==> src/rtl/nn_bridge_pkg.sv <==
// Shared types and helpers for the stream-to-layer bridge.
// Holds the control FSM state encoding and the FIFO occupancy width.
package nn_bridge_pkg;

  typedef enum logic [1:0] {
    IDLE,
    PUSH,
    WAIT,
    POP
  } state_t;

  // Occupancy must represent 0..depth inclusive, hence one bit beyond the address.
  function automatic int fifo_cnt_w(input int depth);
    return $clog2(depth) + 1;
  endfunction

endpackage

==> src/rtl/nn_sync_fifo.sv <==
// Single-clock FIFO with registered read data and registered occupancy.
// A write into a full FIFO is accepted only when a read happens in the same cycle.
module nn_sync_fifo
  import nn_bridge_pkg::*;
#(
  parameter int DATA_W = 8,
  parameter int DEPTH  = 128,
  localparam int CW    = fifo_cnt_w(DEPTH)
) (
  input  logic              clk,
  input  logic              rst,
  input  logic              wr_en,
  input  logic [DATA_W-1:0] din,
  input  logic              rd_en,
  output logic [DATA_W-1:0] dout,
  output logic [CW-1:0]     count,
  output logic              full,
  output logic              empty
);

  localparam int AW = $clog2(DEPTH);

  logic [DATA_W-1:0] mem [DEPTH];
  logic [AW-1:0]     wr_ptr;
  logic [AW-1:0]     rd_ptr;
  logic              do_wr;
  logic              do_rd;

  assign full  = (count == CW'(DEPTH));
  assign empty = (count == '0);
  assign do_rd = rd_en & ~empty;
  assign do_wr = wr_en & (~full | do_rd);

  // NOTE: the storage array is deliberately not reset; pointers and count define
  // what is valid, and a reset-free array maps onto plain RAM.
  always_ff @(posedge clk) begin
    if (do_wr) mem[wr_ptr] <= din;
  end

  always_ff @(posedge clk or posedge rst) begin
    if (rst) begin
      wr_ptr <= '0;
      rd_ptr <= '0;
      count  <= '0;
      dout   <= '0;
    end else begin
      if (do_wr) wr_ptr <= wr_ptr + 1'b1;
      if (do_rd) begin
        rd_ptr <= rd_ptr + 1'b1;
        dout   <= mem[rd_ptr];
      end
      case ({do_wr, do_rd})
        2'b10:   count <= count + 1'b1;
        2'b01:   count <= count - 1'b1;
        default: count <= count;
      endcase
    end
  end

endmodule

==> src/rtl/nn_stream_bridge.sv <==
// Buffers a stream into frames, bursts each frame into an FC layer, then
// serialises the layer's result vector on a valid/ready port with a last marker.
module nn_stream_bridge
  import nn_bridge_pkg::*;
#(
  parameter int DIM_INPUT  = 96,
  parameter int DIM_OUTPUT = 8,
  parameter int DATA_W     = 8,
  parameter int FIFO_DEPTH = 128,
  parameter int CNT_W      = 16
) (
  input  logic                         clk,
  input  logic                         rst,
  input  logic                         s_valid,
  input  logic [DATA_W-1:0]            s_data,
  output logic                         s_ready,
  output logic [DATA_W-1:0]            lyr_dat,
  output logic                         lyr_vld,
  input  logic [DIM_OUTPUT*DATA_W-1:0] lyr_res,
  input  logic                         lyr_res_vld,
  output logic [DATA_W-1:0]            m_data,
  output logic                         m_valid,
  input  logic                         m_ready,
  output logic                         m_last,
  output logic                         ovf,
  output logic                         res_err,
  input  logic                         clr_err,
  output logic [CNT_W-1:0]             frame_cnt,
  output logic                         busy
);

  localparam int CW    = fifo_cnt_w(FIFO_DEPTH);
  localparam int RCW   = (DIM_INPUT > 1) ? $clog2(DIM_INPUT) : 1;
  localparam int IDX_W = (DIM_OUTPUT > 1) ? $clog2(DIM_OUTPUT) : 1;

  localparam logic [CW-1:0]    DIM_IN_C = CW'(DIM_INPUT);
  localparam logic [RCW-1:0]   RD_LAST  = RCW'(DIM_INPUT - 1);
  localparam logic [IDX_W-1:0] IDX_LAST = IDX_W'(DIM_OUTPUT - 1);

  state_t                       state;
  logic [RCW-1:0]               rd_cnt;
  logic [IDX_W-1:0]             idx;
  logic [IDX_W-1:0]             idx_nxt;
  logic [DIM_OUTPUT*DATA_W-1:0] res_q;

  logic              fifo_rd;
  logic [DATA_W-1:0] fifo_dout;
  logic [CW-1:0]     fifo_count;
  logic              fifo_full;
  logic              fifo_empty;
  logic              ovf_set;
  logic              res_set;

  nn_sync_fifo #(
    .DATA_W (DATA_W),
    .DEPTH  (FIFO_DEPTH)
  ) u_fifo (
    .clk   (clk),
    .rst   (rst),
    .wr_en (s_valid),
    .din   (s_data),
    .rd_en (fifo_rd),
    .dout  (fifo_dout),
    .count (fifo_count),
    .full  (fifo_full),
    .empty (fifo_empty)
  );

  assign fifo_rd = (state == PUSH);
  assign s_ready = ~fifo_full & ~rst;
  assign lyr_dat = fifo_dout;
  assign busy    = (state != IDLE);
  assign idx_nxt = idx + 1'b1;

  // A full FIFO still takes the word when the same cycle pops one out.
  assign ovf_set = s_valid & fifo_full & ~fifo_rd;
  assign res_set = lyr_res_vld & (state != WAIT);

  // m_valid/m_data/m_last are registered, so m_valid never looks at m_ready
  // combinationally and the presented word holds until it is taken.
  always_ff @(posedge clk or posedge rst) begin
    if (rst) begin
      state     <= IDLE;
      rd_cnt    <= '0;
      lyr_vld   <= 1'b0;
      res_q     <= '0;
      idx       <= '0;
      m_valid   <= 1'b0;
      m_data    <= '0;
      m_last    <= 1'b0;
      frame_cnt <= '0;
    end else begin
      lyr_vld <= fifo_rd;
      case (state)
        IDLE: begin
          if (fifo_count >= DIM_IN_C) begin
            rd_cnt <= '0;
            state  <= PUSH;
          end
        end
        PUSH: begin
          rd_cnt <= rd_cnt + 1'b1;
          if (rd_cnt == RD_LAST) state <= WAIT;
        end
        WAIT: begin
          if (lyr_res_vld) begin
            res_q   <= lyr_res;
            idx     <= '0;
            m_data  <= lyr_res[DATA_W-1:0];
            m_last  <= (DIM_OUTPUT == 1);
            m_valid <= 1'b1;
            state   <= POP;
          end
        end
        POP: begin
          if (m_valid && m_ready) begin
            if (idx == IDX_LAST) begin
              m_valid   <= 1'b0;
              m_last    <= 1'b0;
              frame_cnt <= frame_cnt + 1'b1;
              state     <= IDLE;
            end else begin
              idx    <= idx_nxt;
              m_data <= res_q[int'(idx_nxt)*DATA_W +: DATA_W];
              m_last <= (idx_nxt == IDX_LAST);
            end
          end
        end
        default: state <= IDLE;
      endcase
    end
  end

  // Sticky flags: a new error in the same cycle as clr_err keeps the flag set.
  always_ff @(posedge clk or posedge rst) begin
    if (rst) begin
      ovf     <= 1'b0;
      res_err <= 1'b0;
    end else begin
      if (ovf_set)      ovf <= 1'b1;
      else if (clr_err) ovf <= 1'b0;
      if (res_set)      res_err <= 1'b1;
      else if (clr_err) res_err <= 1'b0;
    end
  end

endmodule

==> config.mk <==
export PLATFORM = sky130hd
export DESIGN_NAME = nn_stream_bridge
export DESIGN_NICKNAME = d
export VERILOG_FILES = /design/src/rtl/nn_bridge_pkg.sv /design/src/rtl/nn_sync_fifo.sv /design/src/rtl/nn_stream_bridge.sv
export SDC_FILE = /design/constraint.sdc
export NUM_CORES = 1
export LEC_CHECK = 0
export BUFFER_PORTS_ARGS = -buffer_cell sky130_fd_sc_hd__buf_2
export CAP_MARGIN = 25
export CORE_UTILIZATION = 30
export DETAILED_ROUTE_END_ITERATION = 6
export GPL_TIMING_DRIVEN = 0
export HOLD_SLACK_MARGIN = 0.02
export SYNTH_ARGS = -nofsm -noshare
export SYNTH_HDL_FRONTEND = slang
export SYNTH_SLANG_ARGS = --single-unit
==> constraint.sdc <==
create_clock -name clk -period 4.4 [get_ports clk]
set_clock_uncertainty 0.15 [all_clocks]
set_input_delay 0.22 -clock clk [delete_from_list [all_inputs] [get_ports clk]]
set_output_delay 0.22 -clock clk [all_outputs]
set_load 0.02 [all_outputs]
# Yosys cells after proc, flatten, opt, wreduce, memory -nomap -nowiden
# Memories as Yosys holds them, arrays and structs flattened. A register that Yosys moved wholly into a read port is not among the register bits.
# Cells that the tools add are included.
# totals
register_bits	127
ramBits	1024
input_bits	78
out_inout_bits	39
wordCells	97
n_memories	1
# mem_list
name	depth	word_bits	rd	rd_clocked_by_memory_dff	write_ports	line_no	rtl
u_fifo.mem	128	8	1	1	1	nn_sync_fifo.sv:23	logic [DATA_W-1:0] mem [DEPTH];
# classes
add_sub_neg	7
order_cmp	1
n_eq_ne	16
shifts	1
mux	30
n_bitwise	11
n_reduce_logical	16
# op_table
op	count
64-bit by 7-bit variable part select with 8-bit output	1
8-bit case mux with 2 select lines	2
8-bit 2-to-1 mux	3
7-bit by 1-bit adder with 7-bit output (second input constant)	3
16-bit by 1-bit adder with 16-bit output (second input constant)	1
7-bit case mux with 2 select lines	1
2-bit inequality test (second input constant)	6
2-bit nonzero test	6
1-bit 2-to-1 mux	11
2-bit 2-to-1 mux	5
3-bit 2-to-1 mux	3
8-bit by 1-bit adder with 8-bit output (second input constant)	1
8-bit equality test (second input constant)	1
8-bit by 7-bit greater-or-equal comparator with 1-bit output (second input constant)	1
8-bit logical NOT	1
2-bit case mux with 4 select lines	1
4-bit AND reduction	2
8-bit by 1-bit subtractor with 8-bit output (second input constant)	1
7-bit equality test (second input constant)	1
7-bit 2-to-1 mux	1
1-bit bitwise AND	6
2-bit equality test (second input constant)	3
3-bit equality test (second input constant)	2
3-bit case mux with 2 select lines	1
11 further kinds	18

# Longest topological paths before layout
# Gate-level depths: netlist of the first run.
# depth
ltp_word	7
ltp_mapped	13
depth_no_buf	12

# By module
# Synthesis of the first run repeated with hierarchy kept, for this count alone.
# hier_totals
hier_cells	2354
area_unflattened_um2	46211.8
# by_module_without_submodules
module	instances	cells_each	area_per_inst_um2	seq_area_each_um2
nn_sync_fifo	1	1996	41348.4	31500.2
nn_stream_bridge	1	358	4863.4	2627.5

# Worst setup path after synthesis of the first run
# OpenSTA, ideal clock, no wires.
# synth_path
path_type	reg-to-reg
from	register state[1]
to	register u_fifo.count[7]
setup_time_ns	0.125
arrival_time_ns	2.922
t_required_ns	4.125
path_slack_ns	1.203
path_stages_with_launch	14
path_buffers	1
synth_period_minus_slack_ns	3.197
path_cell_list	dfrtp_1 > inv_1 > ha_1 > clkbuf_1 > o21ai_1 > nor2_1 > ha_1 > a21o_1 > a21oi_1 > nor2b_1 > o21a_1 > o41a_1 > mux2i_1 > xnor2_1
# synth_via
elab_chain_cells	6
elab_cells_between_ends	8
cone_classes	eq/ne (3); mux (1); bitwise (3); reduce/logical (1)
# synth_lines
item	line_no	rtl
start: declaration	nn_stream_bridge.sv:40	state_t state;
start signal: assignment	nn_stream_bridge.sv:83	state <= IDLE;
start signal: assignment	nn_stream_bridge.sv:98	state <= PUSH;
start signal: assignment	nn_stream_bridge.sv:103	if (rd_cnt == RD_LAST) state <= WAIT;
2-bit by 1-bit equality test with 1-bit output (*)	nn_stream_bridge.sv:69	assign fifo_rd = (state == PUSH);
via fifo_rd	nn_stream_bridge.sv:46	logic fifo_rd;
1-bit bitwise AND (*)	nn_sync_fifo.sv:31	assign do_rd = rd_en & ~empty;
1-bit OR	nn_sync_fifo.sv:32	assign do_wr = wr_en & (~full | do_rd);
1-bit bitwise AND	nn_sync_fifo.sv:32	
2-bit by 1-bit equality test with 1-bit output or 2-bit equality test (tied branches)	nn_sync_fifo.sv:52	case ({do_wr, do_rd})
8-bit case mux with 2 select lines or 2-bit nonzero test (tied branches)	-	
end signal: assignment	nn_sync_fifo.sv:53	2'b10: count <= count + 1'b1;
end signal: assignment	nn_sync_fifo.sv:54	2'b01: count <= count - 1'b1;
end signal: assignment	nn_sync_fifo.sv:55	default: count <= count;
end: declaration	nn_sync_fifo.sv:16	output logic [CW-1:0] count,
# The timed path passes the listed nets; every way through them passes the cells marked *.
# A chain may end at the register's enable or synchronous reset.

# Worst setup path in the final report of the first run
# layout_path
from	register state[1]
to	memory u_fifo.mem[103][1], enable pin
# layout_via
elab_chain_cells	6
# layout_lines
item	line_no	rtl
2-bit by 1-bit equality test with 1-bit output	nn_stream_bridge.sv:69	
via fifo_rd	nn_stream_bridge.sv:46	
1-bit bitwise AND	nn_sync_fifo.sv:31	
1-bit OR	nn_sync_fifo.sv:32	
1-bit bitwise AND	nn_sync_fifo.sv:32	
1-bit 2-to-1 mux	nn_sync_fifo.sv:37	if (do_wr) mem[wr_ptr] <= din;
1-bit 2-to-1 mux (implied by the code)	nn_sync_fifo.sv:37	
end: declaration	nn_sync_fifo.sv:23	
# The timed path passes the listed nets, and every way through them passes these cells.

==> results.yml, run 1 <==
layout:
  utilization_pct: 35.6
  layout-drive-gt1-share_pct: 23.4
  final_design_area_no_fill_sq_um: 54100
  commonest_non_fill_non_tap_cell_in_the_layout: "sky130_fd_sc_hd__edfxtp_1"
  insertedDiodeCount: 0
  mostFrequentLayoutCells: "sky130_fd_sc_hd__edfxtp_1, sky130_fd_sc_hd__mux4_2, sky130_fd_sc_hd__nor2_1"
  design.final.nets: 2850
  layout-area-overhead-vs-synth_pct: 17.7
job:
  max_cap_viols: 0
critical_path:
  r2r_path_end: "u_fifo.mem[103][1]"
  critical_path_peak_fanout: 10
  criticalPathCategory: "register to register"
  setup.reg_to_reg.worst_slack_ns: 0.13
  timing.reg2reg.worst_path_depth: 10
  cp-end-kind: "register"
  timing.critical_path.required_ns: 4.60
  reg2reg_from: "state[1]"
  startpoint_type: "register"
  critPathArrivalTime_ns: 4.47
run_status:
  result_of_the_run: "completed"
power_and_ir_drop:
  seqPwrFrac_pct: 40.4
  p_leak_nw: 18.5
  switching_share_pct: 31.1
  peakVddDrop_mv: 0.342
  total_switching_power_mw: 9.61
  p_int_mw: 21.3
  power.density_cell_area_nw_per_um2: 571
  power.share.clock_pct: 32.5
  combPwrFrac_pct: 27.0
logic_synthesis:
  synth_edf_count: 1024
  synthCells: 2430
  post_synth_main_area_contributors: "sky130_fd_sc_hd__edfxtp_1, sky130_fd_sc_hd__mux4_2, sky130_fd_sc_hd__dfrtp_1"
  synth_top_area_cell: "sky130_fd_sc_hd__edfxtp_1"
  syn_avg_cell_area_sq_um: 18.9
  ys.flop_type: "sky130_fd_sc_hd__edfxtp_1"
  synthesis.area_sq_um: 45900
  yosys.cell_types.count: 56
  synth_seq_cells: 1159
  postSynth.asyncResetShare_pct: 11.6
  yosysTopAreaCellShare_pct: 67.0
  ys_seq_area_share_pct: 74.3
  synth_warnings: 0
  post_synth_net_total: 2527
global_routing:
  pin_count_of_the_biggest_net_entering_global_routing: 88
  overflow: 0
  grt_pass1_wl_um: 166000
  global_route.usage.total_pct: 14.8
  first_global_vias: 24300
  grt_antenna_before_repair: 1
sta:
  finalSetupTns_ns: 0
  top_achievable_clock_speed_mhz: 234
  timing.final.hold_violations: 0
  final_max_slew_viol_count: 0
  timing_worst_slew_pin_value_ns: 1.03
  grt_setup_unrepaired: "yes"
  timing.final.crit_share_pct: 97.1
  period_minus_slack_ns: 4.27
  setup_viol_count_final: 0
  relSlewSlack_pct: 30.4
placement:
  gp_congestion: 0.881
  dp.final_hpwl_um: 75200
  postPlaceCellArea_sq_um: 49400
  buffer_ports.inserted: 116
cts:
  postCtsSetupRepairBufs: 0
  clkTransAtPathRegs_ns: 0.06
  cts-htree-levels: 3
  cts_inserted_buffers: 112
  num_clock_sinks: 1159
  tritoncts: "done"
  clk_root_buffer_cell: "sky130_fd_sc_hd__clkbuf_16"
  worstSkewPairLatency_ns: 0.72
  clk_path_buf_depth: 3
die:
  core-area_sq_um: 152000
  initial_cell_density_of_the_core_pct: 30.2
  die_h_um: 393
  fp.dieW_um: 393
  fp.dieArea_sq_um: 155000
  design.portCount: 117
  row_count: 143
detailed_routing:
  detail_route.iter0.violations: 2289
  via_count: 23900
  detail_route.vias_per_cell: 4.90
  detailroute.wirelength.met2_um: 54200
  drc_errors: 0
  route.layer.met1.wl_um: 48400
  routed_wirelength_um: 114000
  drt_first_pass_iters: 6
  top_signal_layer_used: "met4"
  met3_length_um: 7830
  detailed_route_wire_length_per_cell_um: 23.4
  post_detailed_route_count_of_antenna_violating_nets: 0
min_path:
  type_of_the_worst_min_delay_path: "input port to register"
  hold_end: "res_q[12]"
  worstHoldStart: "lyr_res[12]"
  worstHoldPathCells: 3
-- synth_stat cells, types with 12 or more instances --
cell / number
sky130_fd_sc_hd__o21ai_0: 24
sky130_fd_sc_hd__a211oi_1: 16
sky130_fd_sc_hd__dfrtp_1: 135
sky130_fd_sc_hd__buf_6: 20
sky130_fd_sc_hd__nand2_1: 66
sky130_fd_sc_hd__nand3_1: 16
sky130_fd_sc_hd__buf_2: 50
sky130_fd_sc_hd__a21oi_1: 50
sky130_fd_sc_hd__o22ai_1: 65
sky130_fd_sc_hd__mux4_2: 208
sky130_fd_sc_hd__nor2b_1: 13
sky130_fd_sc_hd__clkbuf_1: 56
sky130_fd_sc_hd__edfxtp_1: 1024
sky130_fd_sc_hd__mux2i_1: 161
sky130_fd_sc_hd__mux2_2: 67
sky130_fd_sc_hd__nor2_1: 173
sky130_fd_sc_hd__xnor2_1: 23
sky130_fd_sc_hd__ha_1: 18
sky130_fd_sc_hd__nor3_1: 43
sky130_fd_sc_hd__a22oi_1: 64
sky130_fd_sc_hd__inv_1: 12
sky130_fd_sc_hd__xor2_1: 15
-- state kept, by name, indices dropped and copies added, names as in the netlist --
signal / cells
ovf: 1
u_fifo.wr_ptr: 7
u_fifo.count: 8
rd_cnt: 7
m_data: 8
frame_cnt: 16
m_valid: 1
u_fifo.dout: 8
u_fifo.rd_ptr: 7
idx: 3
m_last: 1
lyr_vld: 1
res_q: 64
state: 2
u_fifo.mem: 1024
res_err: 1
-- metrics by stage --
| stage | power [mW] | instances | hold WS [ns] | worst slack, ns |
|---|---|---|---|---|
| finish | 30.9 | 4878 | 0.144 | 0.126 |
| global route | 31.9 | 4878 | 0.105 | -0.0538 |
| CTS | 31.0 | 4878 | 0.0686 | 0.123 |
| detailed placement | 20.9 | 4590 | 0.128 | 0.107 |
| global placement | 20.8 | 4576 | 0.286 | -1.86 |
| floorplan | 17.8 | 2430 | 0.159 | 0.419 |
-- how the worst max path moves through the flow --
stage                        start                  to
after detailed placement  state[1]   u_fifo.mem[47][2]
after CTS                 state[1]   u_fifo.mem[47][2]
after global routing      state[1]   u_fifo.mem[95][0]
after global placement         rst      u_fifo.dout[3]
after floorplan                rst        frame_cnt[0]
final                     state[1]  u_fifo.mem[103][1]
-- worst max-delay path, cell delays in order, from the launching register on --
cell	delay (ns)
sky130_fd_sc_hd__dfrtp_1	0.41
sky130_fd_sc_hd__inv_1	0.10
sky130_fd_sc_hd__ha_1	0.22
sky130_fd_sc_hd__clkbuf_1	0.34
sky130_fd_sc_hd__nor2_1	0.09
sky130_fd_sc_hd__nor2_1	0.43
sky130_fd_sc_hd__and2_1	0.20
sky130_fd_sc_hd__buf_2	0.16
sky130_fd_sc_hd__nand3_1	0.52
sky130_fd_sc_hd__buf_2	0.58
sky130_fd_sc_hd__nor2_1	0.71
-- routing by layer --
| layer | global-route usage, % | up-vias |
|---|---|---|
| met5 | 0 | - |
| met4 | 5.11 | 0 |
| li1 | - | 10400 |
| met2 | 23.8 | 856 |
| met1 | 19.7 | 12400 |
| met3 | 3.06 | 204 |
-- cell families after synthesis --
kind of cell    Yosys count  share of synthesized area [%]
mux                     437                           15.4
xor+xnor                 38                          0.725
simple gates            353                           3.36
flops                  1159                           74.3
buf+inv                 155                           1.80
compound gates          269                           3.89
fa+ha+maj                19                          0.534
-- power groups by stage --
stage | registers (mW) | logic (mW) | clock network (mW)
CTS | 12.5 | 8.31 | 10.2
global route | 12.5 | 8.73 | 10.6
finish | 12.5 | 8.34 | 10.0
floorplan | 12.7 | 5.13 | 0
global placement | 12.7 | 8.11 | 0
detailed placement | 12.7 | 8.23 | 0
-- layout make-up --
type | count | area [sq um]
Tap cell | 2030 | 2540
Sequential cell | 1159 | 34100
Clock inverter | 61 | 737
Clock buffer | 148 | 3130
Multi-Input combinational cell | 1116 | 11000
Timing Repair Buffer | 209 | 1720
Buffer | 143 | 782
Fill cell | 14100 | 97800
Inverter | 12 | 50.0
-- repair_timing --
action,in CTS,in global routing
setup endpoints to repair,0,56
hold endpoints to repair,556,0
hold buffers,79,0
gates resized for setup,0,5
Power figures use the tool's default switching activity.
==> run 2, diff against run 1 <==
==> constraint.sdc (replaced) <==
create_clock -name clk -period 5.2 [get_ports clk]
set_clock_uncertainty 0.15 [all_clocks]
set_input_delay 0.26 -clock clk [delete_from_list [all_inputs] [get_ports clk]]
set_output_delay 0.26 -clock clk [all_outputs]
set_load 0.02 [all_outputs]
==> run 2 against run 1 <==
  * Highest routed layer unchanged
  * Via count hardly changed
  * Clock-buffer cell count is the same
  * Critical path type unchanged
  * Worst hold slack worse by 0.081 ns
  * Global-route usage did not move
==> results.yml, run 2 (synthesis results as in run 1) <==
run_status:
  result_of_the_run: "completed"
placement:
  buffer_ports.inserted: 116
  dp.final_hpwl_um: 75200
  place.detailed.instances: 4590
  gp_congestion: 0.881
  dp_worst_setup_slack_ns: 0.907
detailed_routing:
  post_detailed_route_count_of_antenna_violating_nets: 0
  drc_errors: 0
  via_count: 23900
  detailed_route_wire_length_per_cell_um: 23.4
  detail_route.iter0.violations: 2226
  detail_route.vias_per_cell: 4.91
  routed_wirelength_um: 114000
  drt_first_pass_iters: 5
cts:
  tritoncts: "done"
  cts_inserted_buffers: 112
  postCtsSetupRepairBufs: 0
  worstSkewPairLatency_ns: 0.72
  clkTransAtPathRegs_ns: 0.07
  hold_buffers: 78
  num_clock_sinks: 1159
  post_cts.resized_instances: 0
  clk_path_buf_depth: 3
  cts-htree-levels: 3
  clk_root_buffer_cell: "sky130_fd_sc_hd__clkbuf_16"
layout:
  mostFrequentLayoutCells: "sky130_fd_sc_hd__edfxtp_1, sky130_fd_sc_hd__mux4_2, sky130_fd_sc_hd__nor2_1"
  largest_register_ff_count: 1024
  utilization_pct: 35.6
  top_regs: "u_fifo.mem x1024, res_q x64, frame_cnt x16"
  final_std_cells_w_o_fill: 4877
  layout-area-overhead-vs-synth_pct: 17.7
  layout-drive-gt1-share_pct: 23.3
  insertedDiodeCount: 0
  design.final.nets: 2849
  largest-register: "u_fifo.mem"
  commonest_non_fill_non_tap_cell_in_the_layout: "sky130_fd_sc_hd__edfxtp_1"
  num-fill-cells: 14100
global_routing:
  pin_count_of_the_biggest_net_entering_global_routing: 88
  overflow: 0
  grt_antenna_before_repair: 1
  global_route.usage.total_pct: 14.8
  first_global_vias: 24300
  grt_pass1_wl_um: 166000
critical_path:
  criticalPathCategory: "register to register"
  critPathArrivalTime_ns: 4.58
  startpoint_type: "register"
  timing.critical_path.required_ns: 5.37
  cp-end-kind: "register"
  critical_path_peak_fanout: 10
sta:
  period_minus_slack_ns: 4.41
  setup_viol_count_final: 0
  fin_worst_hold_slack_ns: 0.0636
  relSlewSlack_pct: 28.1
  timing_worst_slew_pin_value_ns: 1.07
  timing.final.hold_violations: 0
  final_max_slew_viol_count: 0
  grt_setup_unrepaired: "no"
  timing.final.crit_share_pct: 84.8
  setup_ws_ns: 0.793
  top_achievable_clock_speed_mhz: 227
power_and_ir_drop:
  power.density_cell_area_nw_per_um2: 483
  power.share.clock_pct: 32.6
  peakVddDrop_mv: 0.292
  p_leak_nw: 18.5
  seqPwrFrac_pct: 40.4
  post-layout-total-power_mw: 26.1
  total_switching_power_mw: 8.15
  combPwrFrac_pct: 27.0
  p_int_mw: 18.0
  switching_share_pct: 31.2
job:
  max_cap_viols: 0
die:
  core-area_sq_um: 152000
  fp.dieW_um: 393
  die_h_um: 393
  row_count: 143
  design.portCount: 117
  fp.dieArea_sq_um: 155000
  initial_cell_density_of_the_core_pct: 30.2
min_path:
  type_of_the_worst_min_delay_path: "input port to register"
[run 2: path summary, 6_finish.rpt]
| check | slack, ns | cells past startpoint | from | to |
|---|---|---|---|---|
| min reg2reg | 0.32 | 1 | frame_cnt[15] | frame_cnt[15] |
| min | 0.06 | 1 | s_data[6] | u_fifo.mem[88][6] |
| max reg2reg | 0.79 | 10 | state[1] | u_fifo.mem[47][2] |
| max in group asynchronous | 3.35 | 6 | rst | res_q[8] |
| min in group asynchronous | 0.61 | 4 | rst | u_fifo.count[4] |
| max | 0.79 | 10 | state[1] | u_fifo.mem[47][2] |
[run 2: final cells by class]
type / count / area, sq um / share of cell area (%)
Sequential cell: 1159 / 34100 / 63.1
Multi-Input combinational cell: 1116 / 11000 / 20.3
Clock buffer: 148 / 3130 / 5.79
Tap cell: 2030 / 2540 / 4.70
Timing Repair Buffer: 208 / 1710 / 3.16
Buffer: 143 / 782 / 1.45
Clock inverter: 61 / 737 / 1.36
Inverter: 12 / 50.0 / 0.0926
[run 2: per-stage QoR]
stage / setup TNS (ns) / instance area, sq um
2_1_floorplan: 0 / 45900
3_3_place_gp: -146.06 / 49000
3_5_place_dp: 0 / 49400
4_1_cts: 0 / 54000
5_1_grt: 0 / 54000
6_report: 0 / 54000
[run 2: routing by layer]
layer | part of all wire (%) | up-vias | GRT usage (%)
met2 | 48 | 856 | 23.8
met3 | 6.8 | 198 | 3.06
met1 | 42 | 12400 | 19.7
li1 | - | 10400 | -
met4 | 3.4 | 0 | 5.11
met5 | 0 | - | 0
[run 2: power groups by stage]
stage               sequential, mW  clock [mW]  combinational, mW
floorplan                     10.7           0               4.34
global placement              10.8           0               6.86
detailed placement            10.7           0               6.96
CTS                           10.6        8.67               7.03
global route                  10.6        8.99               7.39
finish                        10.6        8.51               7.06
[run 2: critical path, cell delays in order, from the launching register on]
cell                       delay [ns]
sky130_fd_sc_hd__dfrtp_1         0.41
sky130_fd_sc_hd__inv_1           0.10
sky130_fd_sc_hd__ha_1            0.22
sky130_fd_sc_hd__clkbuf_1        0.34
sky130_fd_sc_hd__nor2_1          0.09
sky130_fd_sc_hd__nor2_1          0.50
sky130_fd_sc_hd__and2_1          0.21
sky130_fd_sc_hd__buf_2           0.16
sky130_fd_sc_hd__nand3_1         0.53
sky130_fd_sc_hd__buf_2           0.56
sky130_fd_sc_hd__nor2_1          0.74
